### config.mk
export PLATFORM = sky130hd
export DESIGN_NAME = cnt4_sched
export DESIGN_NICKNAME = d
export VERILOG_FILES = /design/src/rtl/cnt4_sched.sv
export SDC_FILE = /design/constraint.sdc
export NUM_CORES = 1
export LEC_CHECK = 0
export ABC_CLOCK_PERIOD_IN_PS = 1100
export CORE_ASPECT_RATIO = 0.9
export CORE_MARGIN = 3
export CORE_UTILIZATION = 44
export CTS_BUF_LIST = sky130_fd_sc_hd__clkbuf_4
export CTS_CLUSTER_SIZE = 30
export DETAILED_ROUTE_END_ITERATION = 16
export PLACE_DENSITY = 0.8
export SLEW_MARGIN = 20
export SYNTH_ARGS = -nofsm -noshare
export SYNTH_HDL_FRONTEND = slang
export SYNTH_SLANG_ARGS = --single-unit
### constraint.sdc
create_clock -name clk -period 1.1 [get_ports clk]
set_input_delay 0.22 -clock clk [delete_from_list [all_inputs] [get_ports clk]]
set_output_delay 0.22 -clock clk [all_outputs]
set_load 0.05 [all_outputs]
### src/rtl/cnt4_sched.sv
// Round-robin sequencer for a shared loadable up-counter: a load requester and an
// increment-burst requester take turns, and each granted operation runs to completion.
module cnt4_sched #(
  parameter int unsigned WIDTH = 4
) (
  input  logic             clk,
  input  logic             rst,
  input  logic             ld_req,
  input  logic [WIDTH-1:0] ld_data,
  output logic             ld_gnt,
  input  logic             inc_req,
  input  logic [WIDTH-1:0] inc_len,
  output logic             inc_gnt,
  output logic [WIDTH-1:0] cnt_q,
  output logic             tc,
  output logic             busy,
  output logic             done
);

  typedef enum logic [0:0] {StIdle, StBurst} state_e;

  state_e           state_q, state_d;
  logic [WIDTH-1:0] cnt_d;
  logic [WIDTH-1:0] rem_q, rem_d;
  // 1 when the load requester won the most recent arbitration
  logic             last_ld_q, last_ld_d;
  logic             tc_d, done_d;
  logic             idle;

  assign idle = (state_q == StIdle);
  assign busy = (state_q == StBurst);

  // On a tie the requester that did not win last time gets the grant.
  assign ld_gnt  = idle & ld_req  & (~inc_req | ~last_ld_q);
  assign inc_gnt = idle & inc_req & (~ld_req  |  last_ld_q);

  always_comb begin
    state_d   = state_q;
    cnt_d     = cnt_q;
    rem_d     = rem_q;
    last_ld_d = last_ld_q;
    tc_d      = 1'b0;
    done_d    = 1'b0;
    unique case (state_q)
      StIdle: begin
        if (ld_gnt) begin
          cnt_d     = ld_data;
          done_d    = 1'b1;
          last_ld_d = 1'b1;
        end else if (inc_gnt) begin
          rem_d     = inc_len;
          last_ld_d = 1'b0;
          if (inc_len == '0) begin
            done_d = 1'b1;
          end else begin
            state_d = StBurst;
          end
        end
      end
      StBurst: begin
        cnt_d = cnt_q + WIDTH'(1);
        rem_d = rem_q - WIDTH'(1);
        tc_d  = (cnt_q == '1);
        if (rem_q == WIDTH'(1)) begin
          done_d  = 1'b1;
          state_d = StIdle;
        end
      end
      default: state_d = StIdle;
    endcase
  end

  always_ff @(posedge clk) begin
    if (rst) begin
      state_q   <= StIdle;
      cnt_q     <= '0;
      rem_q     <= '0;
      last_ld_q <= 1'b0;
      tc        <= 1'b0;
      done      <= 1'b0;
    end else begin
      state_q   <= state_d;
      cnt_q     <= cnt_d;
      rem_q     <= rem_d;
      last_ld_q <= last_ld_d;
      tc        <= tc_d;
      done      <= done_d;
    end
  end

endmodule
After elaboration in Yosys (flattened, before gate mapping)
Cells that the tools add are included.
- bits in latches: 0
- bits in writable memories: 0
- bits in read-only memories: 0
- bits in registers: 12
- memories kept: 0
- reductions and logical operators: 5
- shifts and indexed selects: 0
- mux-type cells: 17
- div/mod/pow operators: 0
- equal/unequal tests: 5
- $lt $le $gt $ge: 0
- bitwise operators: 10
- multiply operators: 0
- $add $sub $neg: 2
- operators with widths (cell ; number):
    4-bit one-hot mux with 2 select lines ; 2
    4-bit 2-to-1 mux ; 3
    1-bit 2-to-1 mux ; 10
    2-bit inequality test (second input constant) ; 3
    4-bit by 1-bit adder with 4-bit output (second input constant) ; 1
    1-bit bitwise AND ; 4
    4-bit by 1-bit == test with 1-bit output (second input constant) ; 1
    4-bit == test (second input constant) ; 1
    4-bit logical NOT ; 1
    1-bit NOT ; 4
    1-bit one-hot mux with 2 select lines ; 2
    2-bit AND reduction ; 2
    4-bit by 1-bit subtractor with 4-bit output (second input constant) ; 1
    1-bit bitwise OR ; 2
    2-bit nonzero test ; 1
    2-bit OR reduction ; 1

Longest topological paths before layout
Gate-level depths: netlist of the first run.
- depth after elaboration: 6
- gate-level depth with buffers: 5

Worst setup path before layout of the first run
No wires, ideal clock.
- path type: register -> register
- from: register state_q (netlist: busy)
- to: register cnt_q[3]
- buffers on the path: 0
- cell stages (with the launch flop): 4
- path slack: -0.718 ns
- data required time: 0.939 ns
- arrival time: 1.657 ns
- cell sequence: dfxtp_1 -> nand2b_1 -> nor2_1 -> o311ai_1
- cells in the longest elaborated chain, start to end: 4
- ends and longest elaborated chain (element ; RTL line ; text):
    from (decl) ; 22 ; state_e state_q, state_d;
    from (signal assigned) ; 75 ; state_q <= StIdle;
    from (signal assigned) ; 82 ; state_q <= state_d;
    1-bit NOT ; n/a ;
    1-bit bitwise AND (2 in series) ; 34 ; assign ld_gnt = idle & ld_req & (~inc_req | ~last_ld_q);
    named net ld_gnt ; 10 ; output logic ld_gnt,
    2-bit inequality test (no source line) ; n/a ;
    to (signal assigned) ; 83 ; cnt_q <= cnt_d;
    to (decl) ; 14 ; output logic [WIDTH-1:0] cnt_q,
The timed path passes the listed nets, and every way through them passes these cells.
A chain may end at the register's enable or synchronous reset.

Final worst setup path of the first run
- from: register state_q (netlist: busy)
- to: output port ld_gnt
- cells in the longest elaborated chain, start to end: 3
- ends and longest elaborated chain (element ; RTL line):
    1-bit NOT ; n/a
    1-bit bitwise AND (2 in series) ; 34
    to (decl) ; 10
No other way between the ends.

==> results.toml, run 1 <==
[outcome]
status = "complete, but fails checks"
violations = "negative setup slack"

[drt]
vias = 866
drt_iter0_markers = 33
vias_per_cell = 5.85
wl_um = 2600
drc = 0
wire_per_inst_um = 17.5
antenna_left = 0
dr.pass1.iters = 4

[synthesis]
ys_ff_latch = 12
synth_area_leaders = "dfxtp_1 32%, ha_1 5.0%, nor2b_1 4.2%, o311a_1 4.0%, inv_1 3.5%"
ys.flop_type = "dfxtp_1"
ys.warnings.count = 0
synth_top_area_share = 0.319
yosysTopAreaCell = "dfxtp_1"
synth_edf_count = 0
syn_area_um2 = 752
avgSynthCellArea_um2 = 8.85
synth.net_count = 100
ys_seq_area_frac = 0.319
synth_cells = 85
yosysUniqueCellTypes = 37
async_flop_share = 0

[floorplan]
rows = 13
dieArea_um2 = 2240
core_um2 = 1530
die_h_um = 45.2
die_x_um = 49.6
num_io_pins = 21
initial_utilization = 0.492

[global_route]
grt_overflow_total = 0
grt_pass1_wl_um = 3620
grt_pass1_vias = 767
antenna_found_initial = 0
grt_max_degree = 11
track_usage = 0.219

[pwr]
switchingPower_mw = 0.556
p_sw_frac = 0.356
power.total_mw = 1.56
combPwrFrac = 0.446
clkPwrFrac = 0.205
seqPwrFrac = 0.349
p_int_mw = 1.01
peakVddDrop_uv = 977
power.leakage_nw = 0.594
power-per-cell-area_nw_per_um2 = 1170

[clock_network]
htree_levels = 1
cts_tree = "yes"
clock-sinks = 12
cts_buffer_depth = 2
cts-root-buf = "clkbuf_4"
cts_hold_buf = 0
cts.clk_slew.worst_paths_ps = 80
cts_made_buffers = 3
clkLatencyLatePin_ps = 280

[setup_path]
crit_required_ps = 880
start_kind = "flop"
path_class = "reg2out"
crit_fanout = 4
end_kind = "primary output"
arrival_ps = 1110
r2r-start = "last_ld_q"
crit_start = "busy"

[timing]
rsz0062_at_grt = "yes"
slew_viol_final = 0
tightest_slew_ps = 292
fin_crit_ps = 1330
finalCritPeriodShare = 1.21
worst_slack_ps = -227
clock.fmax_mhz = 753
hold_violations = 0
slew_headroom = 0.805
totalNegativeSetupSlack_ps = -1160
setup_viol = 10
finClkSkew_ps = 8.35

[place]
gp_congestion = 0.822
dp.cells = 138
dp_hpwl_um = 1630
place_ws_ps = -467
port_buffers = 20

[finish]
nets = 142
n_antenna_cell = 0
multi_input_area_um2 = 522
syn_to_final_growth_pct = 78.2
fill_cells = 85
layout_common_cells = "19 x buf_4, 9 x buf_12, 7 x inv_1, 5 x dfxtp_1, 5 x clkdlybuf4s50_1"
drive_gt1_frac = 0.468
regArea_um2 = 256
utilization = 0.876
layout_commonest_cell = "buf_4"
final_cells = 148

[hold_path]
hold_path.startpoint = "inc_len[1]"
hold_class = "in2reg"

[job]
drv_cap = 0
## state kept, by name, indices dropped and copies added (netlist names)
signal	cells
cnt_q	4
tc	1
done	1
rem_q	4
last_ld_q	1
busy	1
## worst paths after layout
kind                   end  slack (ps)  cells past startpoint
setup / recovery    ld_gnt        -230                      3
hold / removal    rem_q[1]         290                      2
setup reg to reg  rem_q[0]        -130                      4
hold reg to reg         tc         550                      2
## layer usage
layer	vias up	wire, um	GRT usage
met5	-	0	0
met2	43	1230	0.380
met4	0	108	0.0497
met1	412	1070	0.259
met3	11	179	0.0825
li1	400	-	-
## worst max-delay path, stage by stage (launching register included)
cell      delay, ps
dfxtp_4         360
nand2b_4        150
nor2_4          150
buf_12          150
## area by class of cell
type                       count  area share
multi-input combinational     60       0.389
tap                           22      0.0205
timing repair buffer          42       0.354
inverter                       8      0.0224
sequential                    12       0.191
clock buffer                   4      0.0224
## cells by family (layout without fill, tap and decap cells)
| group | Yosys count | after routing | synth area share |
|---|---|---|---|
| simple gates | 32 | 32 | 0.263 |
| compound gates | 24 | 24 | 0.255 |
| buf+inv | 13 | 54 | 0.0998 |
| flops | 12 | 12 | 0.319 |
| fa+ha+maj | 3 | 3 | 0.0499 |
| mux | 1 | 1 | 0.0133 |
## power groups by stage
| stage | registers [mW] | logic (mW) | clock network, mW |
|---|---|---|---|
| 2_1_floorplan | 0.618 | 0.260 | 0 |
| 3_3_place_gp | 0.548 | 0.595 | 0 |
| 3_5_place_dp | 0.551 | 0.609 | 0 |
| 4_1_cts | 0.541 | 0.644 | 0.324 |
| 5_1_grt | 0.552 | 0.730 | 0.353 |
| 6_report | 0.546 | 0.697 | 0.321 |
## cells in the mapped netlist, types with 2 or more instances
cell	instances
buf_4	3
ha_1	3
nor3_1	2
a21oi_1	3
a31oi_1	3
a211o_1	3
o311a_1	3
nand3_1	3
nor2_1	4
or3_1	2
o21a_1	2
inv_1	7
a32oi_1	2
nor2b_1	5
nand2_1	5
buf_6	2
dfxtp_1	12
o211ai_1	2
## timing repair
action | in CTS | in global routing
resized for setup | 9 | 12
pin swaps | 2 | 11
endpoints found under the setup margin | 15 | 12
setup buffers | 3 | 3
hold endpoints to repair | 0 | 0
## stage by stage
| stage | hold WS (ps) | area [um2] |
|---|---|---|
| final | 287 | 1340 |
| after global routing | 321 | 1340 |
| after CTS | 485 | 1270 |
| after detailed placement | 506 | 1190 |
| after global placement | 489 | 1190 |
| after floorplan | 355 | 801 |
Note: power is estimated with default switching activity, not from simulation.
==> run 2, diff against run 1 <==
--- a/config.mk
+++ b/config.mk
@@ -6,6 +6,7 @@
 export NUM_CORES = 1
 export LEC_CHECK = 0
 export ABC_CLOCK_PERIOD_IN_PS = 1100
+export CAP_MARGIN = 20
 export CORE_ASPECT_RATIO = 0.9
 export CORE_MARGIN = 3
 export CORE_UTILIZATION = 44
@@ -13,7 +14,6 @@
 export CTS_CLUSTER_SIZE = 30
 export DETAILED_ROUTE_END_ITERATION = 16
 export PLACE_DENSITY = 0.8
-export SLEW_MARGIN = 20
 export SYNTH_ARGS = -nofsm -noshare
 export SYNTH_HDL_FRONTEND = slang
 export SYNTH_SLANG_ARGS = --single-unit
==> results of run 2 <==
No change in the layout: final DEF, timing and power equal those of run 1.
==> run 3, diff against run 2 <==
--- a/config.mk
+++ b/config.mk
@@ -11,9 +11,11 @@
 export CORE_MARGIN = 3
 export CORE_UTILIZATION = 44
 export CTS_BUF_LIST = sky130_fd_sc_hd__clkbuf_4
+export CTS_CLUSTER_DIAMETER = 40
 export CTS_CLUSTER_SIZE = 30
 export DETAILED_ROUTE_END_ITERATION = 16
 export PLACE_DENSITY = 0.8
+export SLEW_MARGIN = 10
 export SYNTH_ARGS = -nofsm -noshare
 export SYNTH_HDL_FRONTEND = slang
 export SYNTH_SLANG_ARGS = --single-unit
==> results of run 3 <==
No change in the layout: final DEF, timing and power equal those of run 1.
